**config.mk**
```make
export PLATFORM = sky130hd
export DESIGN_NAME = rpe_weight_loader
export DESIGN_NICKNAME = d
export VERILOG_FILES = /design/src/rtl/rpe_weight_loader.sv
export SDC_FILE = /design/constraint.sdc
export NUM_CORES = 1
export LEC_CHECK = 0
export BUFFER_PORTS_ARGS = -buffer_cell sky130_fd_sc_hd__clkbuf_2
export CAP_MARGIN = 20
export CORE_MARGIN = 2
export CORE_UTILIZATION = 35
export DETAILED_ROUTE_END_ITERATION = 8
export HOLD_SLACK_MARGIN = 0.15
export PLACE_DENSITY = 0.55
export SETUP_SLACK_MARGIN = 0.2
export SYNTH_ARGS = -nofsm -noshare
export SYNTH_HDL_FRONTEND = slang
export SYNTH_SLANG_ARGS = --single-unit
```
**constraint.sdc**
```tcl
create_clock -name clk -period 9.2 [get_ports clk]
set_input_delay 0.92 -clock clk [delete_from_list [all_inputs] [get_ports clk]]
set_output_delay 0.92 -clock clk [all_outputs]
set_load 0.1 [all_outputs]
```
**src/rtl/rpe_weight_loader.sv**
```systemverilog
// Weight-side transmitter for the RPE systolic array: encodes rows of signed 8-bit weights into
// 5-bit RPE codes, buffers a SIZE x SIZE tile and shifts it into the top row, last row first.

module rpe_weight_enc (
    input  logic [7:0] w,
    output logic [4:0] code,
    output logic       lossy
);
    logic       neg;
    logic       big;
    logic [7:0] mag;
    logic [2:0] m;
    logic [2:0] x;

    always_comb begin
        neg = w[7];
        mag = neg ? (~w + 8'd1) : w;
        // Zero shares the 16*m form; everything above 15 rounds to a multiple of 16.
        big = (mag > 8'd15) || (mag == 8'd0);
        m   = (mag[3:0] > 4'd8) ? mag[6:4] + 3'd1 : mag[6:4];
        if (mag > 8'd112)
            x = 3'd7;
        else if (big)
            x = m;
        else
            x = mag[0] ? mag[3:1] : mag[3:1] - 3'd1;
        // Negative codes are the bitwise complement of the positive magnitude index.
        code  = {big, neg ? ~{1'b0, x} : {1'b0, x}};
        lossy = big ? ((mag > 8'd112) || (mag[3:0] != 4'd0)) : !mag[0];
    end
endmodule

module rpe_weight_loader #(
    parameter int SIZE = 8
) (
    input  logic                             clk,
    input  logic                             rst_n,
    input  logic                             w_in_valid,
    output logic                             w_in_ready,
    input  logic [8*SIZE-1:0]                w_in_data,
    input  logic                             shift_en,
    output logic                             w_out_valid,
    output logic [5*SIZE-1:0]                w_out_data,
    output logic                             busy,
    output logic                             load_done,
    output logic                             lossy,
    output logic [$clog2(SIZE*SIZE+1)-1:0]   lossy_cnt
);
    localparam int RW   = $clog2(SIZE);
    localparam int CW   = $clog2(SIZE*SIZE+1);
    localparam int MAXC = SIZE*SIZE;

    typedef enum logic [1:0] {FILL, SHIFT, DONE} state_t;

    state_t                     state, state_nxt;
    logic [RW-1:0]              row_cnt, idx;
    logic [SIZE-1:0][4:0]       enc_code;
    logic [SIZE-1:0]            enc_lossy;
    logic [SIZE-1:0][5*SIZE-1:0] tile_buf;
    logic [CW-1:0]              row_lossy;
    logic [CW:0]                cnt_sum;
    logic                       accept, last_row;

    for (genvar c = 0; c < SIZE; c++) begin : g_lane
        rpe_weight_enc u_enc (
            .w     (w_in_data[8*c +: 8]),
            .code  (enc_code[c]),
            .lossy (enc_lossy[c])
        );
    end

    always_comb begin
        row_lossy = '0;
        for (int c = 0; c < SIZE; c++)
            row_lossy = row_lossy + CW'(enc_lossy[c]);
    end

    assign accept   = w_in_valid && w_in_ready;
    assign last_row = (row_cnt == RW'(SIZE-1));
    // Row 0 of a tile restarts the count rather than accumulating onto the previous tile.
    assign cnt_sum  = (row_cnt == '0) ? {1'b0, row_lossy}
                                      : {1'b0, lossy_cnt} + {1'b0, row_lossy};

    always_comb begin
        state_nxt  = state;
        w_in_ready = 1'b0;
        busy       = 1'b1;
        case (state)
            FILL: begin
                w_in_ready = 1'b1;
                busy       = 1'b0;
                if (w_in_valid && last_row)
                    state_nxt = SHIFT;
            end
            SHIFT: if (shift_en && idx == '0) state_nxt = DONE;
            DONE:  state_nxt = FILL;
            default: state_nxt = FILL;
        endcase
    end

    always_ff @(posedge clk) begin
        if (!rst_n) begin
            state       <= FILL;
            row_cnt     <= '0;
            idx         <= '0;
            w_out_valid <= 1'b0;
            w_out_data  <= '0;
            load_done   <= 1'b0;
            lossy       <= 1'b0;
            lossy_cnt   <= '0;
        end else begin
            state       <= state_nxt;
            load_done   <= (state == DONE);
            w_out_valid <= (state == SHIFT) && shift_en;
            if (state == SHIFT && shift_en) begin
                w_out_data <= tile_buf[idx];
                if (idx != '0)
                    idx <= idx - RW'(1);
            end
            if (accept) begin
                row_cnt   <= last_row ? '0 : row_cnt + RW'(1);
                lossy_cnt <= (cnt_sum > (CW+1)'(MAXC)) ? CW'(MAXC) : cnt_sum[CW-1:0];
                lossy     <= ((row_cnt != '0) && lossy) || (row_lossy != '0);
                if (last_row)
                    idx <= RW'(SIZE-1);
            end
        end
    end

    // Buffer contents are don't-care after reset, so no reset branch here.
    always_ff @(posedge clk) begin
        if (accept)
            tile_buf[row_cnt] <= enc_code;
    end
endmodule
```
Yosys cells after proc, flatten, opt, wreduce, memory -nomap -nowiden
Cells that the tools add are included.

Add/subtract/negate cells: 34. Multiply operators: 0. Divide/modulo/power cells: 0. Magnitude comparators: 28. Equal/unequal tests: 5. Shifts and indexed selects: 0. Muxes and demuxes: 73. Bitwise logic cells: 16. Reduce and logical (&&, ||, !) cells: 54.

Operator list (count): $bwmux 320 (1); $bmux 40 s3 (1); $demux 40 s3 (1); $mux 3 (37); $mux 40 (2); $gt 8x7->1 const B (9); $mux 8 (9); $add 8x1->8 const B (8); $gt 8x4->1 const B (8); $logic_not 8->1 (8); $not 8->8 (8); $gt 4x4->1 const B (8); $mux 4 (8); $not 3->4 (8); $reduce_bool 4->1 (8); $add 3x1->3 const B (9); $sub 3x1->3 const B (9); $logic_or 1x1->1 (17); $mux 1 (10); $add 7x7->8 (1); $logic_not 1->1 (8); $lt 3x4->1 const B (2); $add 6x1->7 (1); $add 7x1->7 (1); 19 further kinds (28).

Register bits after elaboration: 378. Bits in latches: 0. Bits in writable memories: 0. Memory bits (read-only): 0. Input bits: 68. Memories: 0.

Depth between registers and ports, before layout
Gate-level depths: netlist of the first run.

Depth after elaboration: 17. Depth in mapped cells: 31. Depth with buffers taken out: 29.

Modules after synthesis
From an unflattened synthesis of the first run, not the netlist that was laid out.

Cells, all modules: 1413. Area, all modules: 19301.0 um^2.

Modules (own cells, without submodules): rpe_weight_loader (times used 1, cells each 797, area each 14486.4 um^2); rpe_weight_enc (times used 8, cells each 77, area each 601.8 um^2).

Least setup slack after synthesis of the first run
OpenSTA, ideal clock, no wires.

Path kind: input to register. From: input port w_in_data[0]. To: register lossy_cnt[1]. Arrival time: 7.256 ns. Slack: 1.876 ns. Stages on the path: 29. Path buffers: 1. Cell sequence: clkbuf_1 -> inv_1 -> ha_1 -> nor3b_2 -> nor2b_1 -> xnor2_1 -> ha_1 -> a41oi_1 -> a211oi_1 -> o211ai_2 -> nand3b_1 -> o21ai_0 -> fa_1 -> inv_1 -> fa_1 -> inv_1 -> fa_1 -> inv_1 -> ha_1 -> inv_1 -> fa_1 -> inv_1 -> fa_1 -> or3_1 -> a221oi_1 -> nand4b_1 -> a21oi_1 -> a22oi_1 -> nor2_1.

RTL lines: from (decl) (RTL line 40) `input logic [8*SIZE-1:0] w_in_data,`; to (signal assigned) (RTL line 122) `lossy_cnt <= (cnt_sum > (CW+1)'(MAXC)) ? CW'(MAXC) : cnt_sum[CW-1:0];`; to (decl) (RTL line 47) `output logic [$clog2(SIZE*SIZE+1)-1:0] lossy_cnt`.

==> impl_metrics.env, run 1 <==
export IMPL_tns_ns=0
export IMPL_place_inst=2108
export IMPL_cts_resized_gates=0
export IMPL_cap_violations=0
export IMPL_area_growth_pct=15.1
export IMPL_cp_end_kind="flip-flop"
export IMPL_crit_top_cell="inv_1"
export IMPL_fillers=4902
export IMPL_synth_area_per_cell_um2=13.6
export IMPL_yosysSeqAreaShare_pct=58.5
export IMPL_first_pass_iters=7
export IMPL_critPathLaunchType="input pin"
export IMPL_fp_dieW_um=233
export IMPL_syn_num_nets=1487
export IMPL_nets=1594
export IMPL_setup_viol=0
export IMPL_cts_sinks=378
export IMPL_vias=11400
export IMPL_layout_cells_non_filler=2184
export IMPL_p_leak_nw=7.33
export IMPL_clockBufferDepth=3
export IMPL_synth_ff_type="edfxtp_1"
export IMPL_cts_setup_buffers=0
export IMPL_power_density_mw_per_mm2=205
export IMPL_synth_warnings=0
export IMPL_grt_pass1_wl_mm=65.2
export IMPL_grt_usage_pct=15.5
export IMPL_cts_buffers=41
export IMPL_ant_nets=0
export IMPL_synthArstFlopShare_pct=0
export IMPL_max_freq_mhz=128
export IMPL_cp_startpoint="w_in_data[24]"
export IMPL_timing_hold_ws_ns=0.459
export IMPL_h_tree_depth=2
export IMPL_overflow=0
export IMPL_yosysUniqueCellTypes=85
export IMPL_clk_pin_slew_ns=0.06
export IMPL_setup_slack_ns=1.38
export IMPL_vias_per_cell=5.23
export IMPL_hold_viol=0
export IMPL_crit_required_ns=9.66
export IMPL_dieArea_mm2=0.0545
export IMPL_root_buffer="clkbuf_16"
export IMPL_coreArea_mm2=0.0523
export IMPL_rsz0062_at_grt="false"
export IMPL_syn_area_mm2=0.0184
export IMPL_synth_edff_count=320
export IMPL_worst_pin_slew_ns=1.04
export IMPL_cp_slowest_cell="fa_1"
export IMPL_worst_setup_path_type="in2reg"
export IMPL_slowest_delay_ns=0.62
export IMPL_grt_pass1_vias=11300
export IMPL_initial_core_util_pct=35.2
export IMPL_clk_latency_ns=0.53
export IMPL_die_h_um=233
export IMPL_critPathMaxFanout=14
export IMPL_cts_tree="done"
export IMPL_regArea_mm2=0.0108
export IMPL_num_rows=84
export IMPL_numPortBuffers=119
export IMPL_wl_per_cell_um=19.4
export IMPL_drt_initial_drc_count=701
export IMPL_postCtsHoldBufs=0
export IMPL_multi_input_area_mm2=0.00713
export IMPL_min_path_type="reg2reg"
export IMPL_io_pins=120
export IMPL_ir_drop_mv=0.117
export IMPL_fin_util_pct=40.5
export IMPL_fin_worst_skew_ns=0.0137
export IMPL_cp_data_arrival_time_ns=8.28
export IMPL_routed_wl_mm=42.3
export IMPL_slew_headroom_pct=30.5
export IMPL_diodes=0
export IMPL_r2r_start="state[0]"
export IMPL_dp_hpwl_mm=25.5
export IMPL_hp_start="state[1]"
export IMPL_slew_violations=0
export IMPL_dp_slack_ns=0.848
export IMPL_drive_above_1_share_pct=22.0
export IMPL_antenna_found_initial=0
export IMPL_fin_crit_ns=7.82
export IMPL_grt_max_degree=69
export IMPL_syn_inst=1358
export IMPL_ys_seq_elements=378
export IMPL_gp_congestion=0.812
export IMPL_drc=0
export IMPL_run_status="finished clean"
export IMPL_layout_worst_path_cycle_share_pct=85.0
[area by class of cell]
class	count	share of cell area [%]
Clock inverter	20	1.27
Multi-Input combinational cell	841	33.6
Sequential cell	378	50.8
Clock buffer	54	5.49
Inverter	65	1.15
Tap cell	688	4.06
Timing Repair Buffer	138	3.59
[worst paths after layout]
path,cells after the start,slack (ns),end
setup / recovery,29,1.38,lossy_cnt[0]
hold / removal,2,0.46,load_done
setup reg to reg,4,6.26,tile_buf[89]
hold reg to reg,2,0.46,load_done
[kinds of logic after synthesis]
group / Yosys count / synth area share, %
buffers and inverters: 139 / 3.12
AOI/OAI and AO/OA: 235 / 9.54
DFF: 378 / 58.5
muxes: 104 / 11.1
xor gates and xnor gates: 84 / 3.99
and+or+nand+nor: 357 / 9.40
adders and majority gates: 61 / 4.35
[cell usage in the layout, fill, tap and decap left out, types with 5 or more instances in the layout]
master     instances
ha_1              56
and3_1             5
and2_1             5
xnor2_1           52
nor2_1            90
mux2_2             5
o21ai_0           31
a211oi_1          12
clkinv_2           8
a21o_1             7
buf_4             17
nand3b_1          10
edfxtp_1         320
clkbuf_16         41
mux2i_1           19
o21a_1             7
xor2_1            32
fa_1               5
o211ai_1          11
nor3_1            15
a311oi_1          41
nand2b_1          13
nand2_1          133
a31oi_1           15
nor4_1             5
nand3_1           12
nor2b_1           22
mux4_2            80
clkbuf_2         119
o31ai_1           15
a31o_2             5
a21oi_1           35
or3_1             11
inv_1             63
dfxtp_1           55
bufinv_16          6
clkbuf_8           9
[metrics by stage]
step | total power (W) | area, µm²
after floorplan | 0.00249 | 18400
after global placement | 0.00263 | 19700
after detailed placement | 0.00265 | 19700
after CTS | 0.00438 | 21200
after global routing | 0.00452 | 21200
final | 0.00434 | 21200
[synthesized netlist by cell type (5+ instances only)]
master	instances	area [µm²]
edfxtp_1	320	9610
nand2_1	133	499
nor2_1	93	349
mux4_2	80	1800
inv_1	64	240
dfxtp_1	58	1160
ha_1	56	701
xnor2_1	52	455
a311oi_1	41	359
clkbuf_1	38	143
a21oi_1	35	175
xor2_1	32	280
o21ai_0	31	155
nor2b_1	22	138
buf_2	19	95.1
mux2i_1	19	190
nor3_1	19	95.1
a31oi_1	15	93.8
o31ai_1	15	113
buf_1	13	48.8
nand2b_1	13	81.3
a211oi_1	12	90.1
nand3_1	12	60.1
o211ai_1	11	82.6
or3_1	11	68.8
nand3b_1	10	75.1
a21o_1	7	52.6
o21a_1	7	52.6
nor4_1	6	37.5
a31o_2	5	43.8
and2_1	5	31.3
and3_1	5	31.3
fa_1	5	100
mux2_2	5	56.3
[where the power goes]
group	switching (W)	leakage [nW]	internal [W]
sequential	0.0000180	3.37	0.00198
clock	0.000662	0.704	0.00106
combinational	0.000397	3.25	0.000221
[registers in the layout, indices dropped and copies added, names as in the netlist]
register	flops
idx	3
row_cnt	3
state	2
lossy_cnt	7
tile_buf	320
lossy	1
load_done	1
w_out_valid	1
w_out_data	40
[critical path: cells and delay by family]
family	cells	cell delay, ns
AO/OA/AOI/OAI	7	1.74
XOR/XNOR	1	0.28
adder cells (fa/ha/maj)	8	3.29
buffers and inverters	7	0.78
AND/OR/NAND/NOR	6	1.27
[per-layer routing]
layer / track usage, % / vias up / routed length, µm
met1: 21.7 / 5743 / 19500
met5: 0 / - / 0
li1: - / 5397 / -
met4: 2.81 / 0 / 524
met3: 2.39 / 44 / 1950
met2: 25.7 / 249 / 20300
Power figures use the tool's default switching activity.
==> inputs of run 2 (changes only) <==
CORE_ASPECT_RATIO = 0.7   (was unset)
==> run 2 against run 1 <==
Compared with the run above:
- first-iteration DRC count rose by 26%
- sequential power barely moved
- clock skew rose by 0.0051 ns
- clock power fell by 13%
- final area fell by 1.4%
- critical path type unchanged
- critical endpoint is now lossy_cnt[1]
- sequential share of layout area rose by 0.70 points
- register-to-register slack got worse by 0.07 ns
- utilization fell by 0.38 points
- die area barely moved
==> impl_metrics.env, run 2 (synthesized netlist as in run 1, its figures left out) <==
export IMPL_grt_pass1_wl_mm=65.6
export IMPL_rsz0062_at_grt="false"
export IMPL_root_buffer="clkbuf_16"
export IMPL_reg_top3="tile_buf: 320 flops, w_out_data: 40 flops, lossy_cnt: 7 flops"
export IMPL_r2r_worst_path_cells=5
export IMPL_cap_violations=0
export IMPL_layout_common_cells="edfxtp_1 (320), nand2_1 (133), clkbuf_2 (119)"
export IMPL_slowest_delay_ns=0.72
export IMPL_drive_above_1_share_pct=20.9
export IMPL_drt_initial_drc_count=885
export IMPL_cts_sinks=378
export IMPL_vias=11400
export IMPL_vias_per_cell=5.26
export IMPL_cts_setup_buffers=0
export IMPL_rrSetupSlack_ns=6.19
export IMPL_critPathLaunchType="input pin"
export IMPL_first_pass_iters=5
export IMPL_regArea_mm2=0.0108
export IMPL_die_h_um=196
export IMPL_area_growth_pct=13.6
export IMPL_layout_cells_non_filler=2172
export IMPL_h_tree_depth=2
export IMPL_fillers=4845
export IMPL_clk_pin_slew_ns=0.06
export IMPL_slew_violations=0
export IMPL_mostFrequentLayoutCell="edfxtp_1"
export IMPL_min_path_type="reg2reg"
export IMPL_cts_tree="done"
export IMPL_diodes=0
export IMPL_cp_data_arrival_time_ns=8.40
export IMPL_cp_slowest_cell="fa_1"
export IMPL_slew_headroom_pct=29.5
export IMPL_antenna_found_initial=1
export IMPL_fin_util_pct=40.1
export IMPL_setup_viol=0
export IMPL_p_leak_nw=7.19
export IMPL_initial_core_util_pct=35.3
export IMPL_cp_end_kind="flip-flop"
export IMPL_max_freq_mhz=126
export IMPL_tns_ns=0
export IMPL_wl_per_cell_um=19.6
export IMPL_gp_congestion=0.864
export IMPL_io_pins=120
export IMPL_postCtsHoldBufs=0
export IMPL_grt_usage_pct=15.4
export IMPL_grt_pass1_vias=11100
export IMPL_numPortBuffers=119
export IMPL_grt_max_degree=85
export IMPL_r2r_start="state[0]"
export IMPL_power_density_mw_per_mm2=197
export IMPL_dp_hpwl_mm=26.1
export IMPL_clk_latency_ns=0.52
export IMPL_whs_path_depth=2
export IMPL_run_status="finished clean"
export IMPL_fin_worst_skew_ns=0.0188
export IMPL_dieArea_mm2=0.0545
export IMPL_critPathMaxFanout=14
export IMPL_timing_hold_ws_ns=0.476
export IMPL_routed_wl_mm=42.6
export IMPL_crit_required_ns=9.64
export IMPL_layout_worst_path_cycle_share_pct=86.4
export IMPL_coreArea_mm2=0.0521
export IMPL_largest_register_ffs=320
export IMPL_drc=0
export IMPL_overflow=0
export IMPL_worst_setup_path_type="in2reg"
export IMPL_hold_viol=0
export IMPL_nets=1589
export IMPL_crit_top_cell="inv_1"
export IMPL_hold_end="load_done"
export IMPL_fp_dieW_um=278
export IMPL_fin_crit_ns=7.95
export IMPL_cts_resized_gates=0
export IMPL_cts_buffers=37
export IMPL_ant_nets=0
export IMPL_num_rows=70
export IMPL_place_inst=2105
export IMPL_r2r_end="tile_buf[44]"
export IMPL_worst_pin_slew_ns=1.06
export IMPL_ir_drop_mv=0.0971
export IMPL_hp_start="state[1]"
export IMPL_clockBufferDepth=3
export IMPL_multi_input_area_mm2=0.00713
export IMPL_top_register="tile_buf"
## run 2: layout make-up
cell class	instances	share of cell area, %
well taps	684	4.09
clock inverters	22	1.08
flip-flops and latches	378	51.5
inverters	65	1.17
multi-input cells	841	34.1
clock buffers	45	4.57
repair buffers	137	3.49
## run 2: power by group
group	internal (W)	switching, W
Combinational	0.000221	0.000407
Sequential	0.00198	0.0000181
Clock	0.000860	0.000630
## run 2: critical path: cells and delay by family
kind | cells | cell delay (ns)
AOI/OAI and AO/OA | 7 | 1.72
xor gates and xnor gates | 1 | 0.28
adders and majority gates | 8 | 3.39
buffers and inverters | 7 | 0.77
and+or+nand+nor | 6 | 1.32
## run 2: how the worst max path moves through the flow
stage,slack (ns),end,cells after the start,startpoint
floorplan,1.88,lossy_cnt[1],29,w_in_data[0]
global placement,1.10,lossy_cnt[1],29,w_in_data[24]
detailed placement,0.82,lossy_cnt[1],29,w_in_data[24]
CTS,1.31,lossy_cnt[1],29,w_in_data[24]
global route,0.72,lossy_cnt[1],29,w_in_data[24]
finish,1.25,lossy_cnt[1],29,w_in_data[24]
## run 2: layer usage
metal  routed length (µm)  vias to the layer above  GRT usage, %
met5                    0                        -             0
met4                  472                        0          2.60
met3                 2150                       44          3.00
met2                19800                      233          25.0
met1                20200                     5753          21.9
li1                     -                     5399             -
## run 2: per-stage QoR
step	worst slack, ns	cell area, µm²	power [W]
floorplan	1.88	18400	0.00249
global placement	1.10	19700	0.00264
detailed placement	0.819	19700	0.00266
CTS	1.31	20900	0.00415
global route	0.719	20900	0.00430
finish	1.25	20900	0.00411
==> inputs of run 3 (changes only) <==
CORE_UTILIZATION = 60   (was 35)
PLACE_DENSITY = 0.83   (was 0.55)
==> run 3 against run 2 <==
Compared with the run above:
- die area is 41% lower
- first-iteration DRC count up 41%
- cell count shrank 13%
- clock power about the same
- sequential power hardly changed
- total power up 0.11%
- clock-buffer cell count grew 4
- flip-flop and latch count is the same
- via count up 5.0%
- global-route usage increased by 11 points
- register-to-register slack improved by 0.11 ns
- critical path type unchanged
==> impl_metrics.env, run 3 (synthesized netlist as in run 1, its figures left out) <==
export IMPL_num_rows=53
export IMPL_critPathLaunchType="input pin"
export IMPL_setup_viol=0
export IMPL_p_leak_nw=7.19
export IMPL_wl_per_cell_um=22.3
export IMPL_grt_pass1_vias=11700
export IMPL_cp_data_arrival_time_ns=8.27
export IMPL_grt_max_degree=70
export IMPL_layout_worst_path_cycle_share_pct=85.0
export IMPL_slew_headroom_pct=31.4
export IMPL_largest_register_ffs=320
export IMPL_crit_top_cell="inv_1"
export IMPL_fp_dieW_um=213
export IMPL_h_tree_depth=2
export IMPL_ir_drop_mv=0.167
export IMPL_grt_usage_pct=26.9
export IMPL_fin_worst_skew_ns=0.0105
export IMPL_antenna_found_initial=0
export IMPL_grtUsageMet3_pct=5.61
export IMPL_cts_tree="done"
export IMPL_layout_common_cells="edfxtp_1 (320), nand2_1 (133), clkbuf_2 (119)"
export IMPL_min_path_type="reg2reg"
export IMPL_postCtsHoldBufs=0
export IMPL_slew_violations=0
export IMPL_hold_viol=0
export IMPL_die_h_um=151
export IMPL_clk_latency_ns=0.53
export IMPL_fin_crit_ns=7.82
export IMPL_reg_top3="tile_buf: 320 flops, w_out_data: 40 flops, lossy_cnt: 7 flops"
export IMPL_routed_wl_mm=42.3
export IMPL_multi_input_area_mm2=0.00713
export IMPL_power_density_mw_per_mm2=200
export IMPL_place_inst=1832
export IMPL_drc=0
export IMPL_clockBufferDepth=3
export IMPL_gp_congestion=0.901
export IMPL_numPortBuffers=119
export IMPL_fin_util_pct=68.4
export IMPL_dp_hpwl_mm=25.5
export IMPL_cts_sinks=378
export IMPL_vias_per_cell=6.34
export IMPL_coreArea_mm2=0.0301
export IMPL_tns_ns=0
export IMPL_run_status="finished clean"
export IMPL_initial_core_util_pct=61.2
export IMPL_layout_cells_non_filler=1894
export IMPL_regArea_mm2=0.0108
export IMPL_cp_end_kind="flip-flop"
export IMPL_vias=12000
export IMPL_diodes=0
export IMPL_slowest_delay_ns=0.60
export IMPL_top_register="tile_buf"
export IMPL_fillers=2026
export IMPL_first_pass_iters=6
export IMPL_path_buf_inv=7
export IMPL_drt_initial_drc_count=1252
export IMPL_cp_slowest_cell="fa_1"
export IMPL_clk_pin_slew_ns=0.06
export IMPL_root_buffer="clkbuf_16"
export IMPL_cts_resized_gates=0
export IMPL_drive_above_1_share_pct=21.2
export IMPL_gr_usage_met1_pct=37.8
export IMPL_grt_use_met2_pct=43.3
export IMPL_rsz0062_at_grt="false"
export IMPL_max_freq_mhz=128
export IMPL_crit_family="adder cells"
export IMPL_io_pins=120
export IMPL_area_growth_pct=11.8
export IMPL_critPathMaxFanout=16
export IMPL_crit_required_ns=9.65
export IMPL_cts_buffers=34
export IMPL_worst_pin_slew_ns=1.03
export IMPL_overflow=0
export IMPL_dieArea_mm2=0.0321
export IMPL_gr_max_usage_layer="met2"
export IMPL_worst_setup_path_type="in2reg"
export IMPL_nets=1585
export IMPL_cts_setup_buffers=0
export IMPL_cap_violations=0
export IMPL_grt_pass1_wl_mm=65.2
export IMPL_ant_nets=0
export IMPL_mostFrequentLayoutCell="edfxtp_1"
[run 3: changes by cell type in the layout (fill, tap and decap cells not counted)]
cell	change
clkinv_2	-1
bufinv_16	-2
clkinv_4	-1
clkbuf_8	+8
clkinv_1	-4
inv_6	-3
clkinvlp_4	+2
buf_4	-1
clkbuf_1	-5
clkbuf_16	+1
[run 3: per-layer routing]
metal / wire [µm] / vias up / share of wire (%)
li1: - / 5384 / -
met1: 17500 / 5975 / 41
met2: 20200 / 559 / 48
met3: 3790 / 87 / 9.0
met4: 821 / 0 / 1.9
met5: 0 / - / 0
[run 3: final timing paths]
| check | cells after the start | slack [ns] | end | from |
|---|---|---|---|---|
| max | 30 | 1.38 | lossy_cnt[5] | w_in_data[0] |
| min | 2 | 0.47 | load_done | state[1] |
| max reg2reg | 4 | 6.30 | tile_buf[4] | state[0] |
| min reg2reg | 2 | 0.47 | load_done | state[1] |
[run 3: final cells by class]
cell class | count | share of cell area (%)
clock buffer | 49 | 5.21
timing repair buffer | 136 | 3.51
inverter | 65 | 1.19
sequential | 378 | 52.4
multi-input combinational | 841 | 34.6
clock inverter | 13 | 0.608
tap | 412 | 2.50
[run 3: power breakdown]
| part | internal (W) | switching [W] |
|---|---|---|
| logic | 0.000221 | 0.000408 |
| registers | 0.00198 | 0.0000211 |
| clock network | 0.000872 | 0.000619 |
[run 3: worst min-delay path, delay by kind of cell, from the launching register on]
family,cells,cell delay [ns]
flip-flops,1,0.33
AND/OR/NAND/NOR,2,0.09
[run 3: stage by stage]
stage          setup WS [ns]  hold slack [ns]  power (W)  area [µm²]
2_1_floorplan           1.88            0.422    0.00249       18400
3_3_place_gp            1.29            0.439    0.00262       19400
3_5_place_dp            1.00            0.457    0.00265       19400
4_1_cts                 1.48            0.464    0.00413       20600
5_1_grt                0.831            0.488    0.00426       20600
6_report                1.38            0.467    0.00412       20600
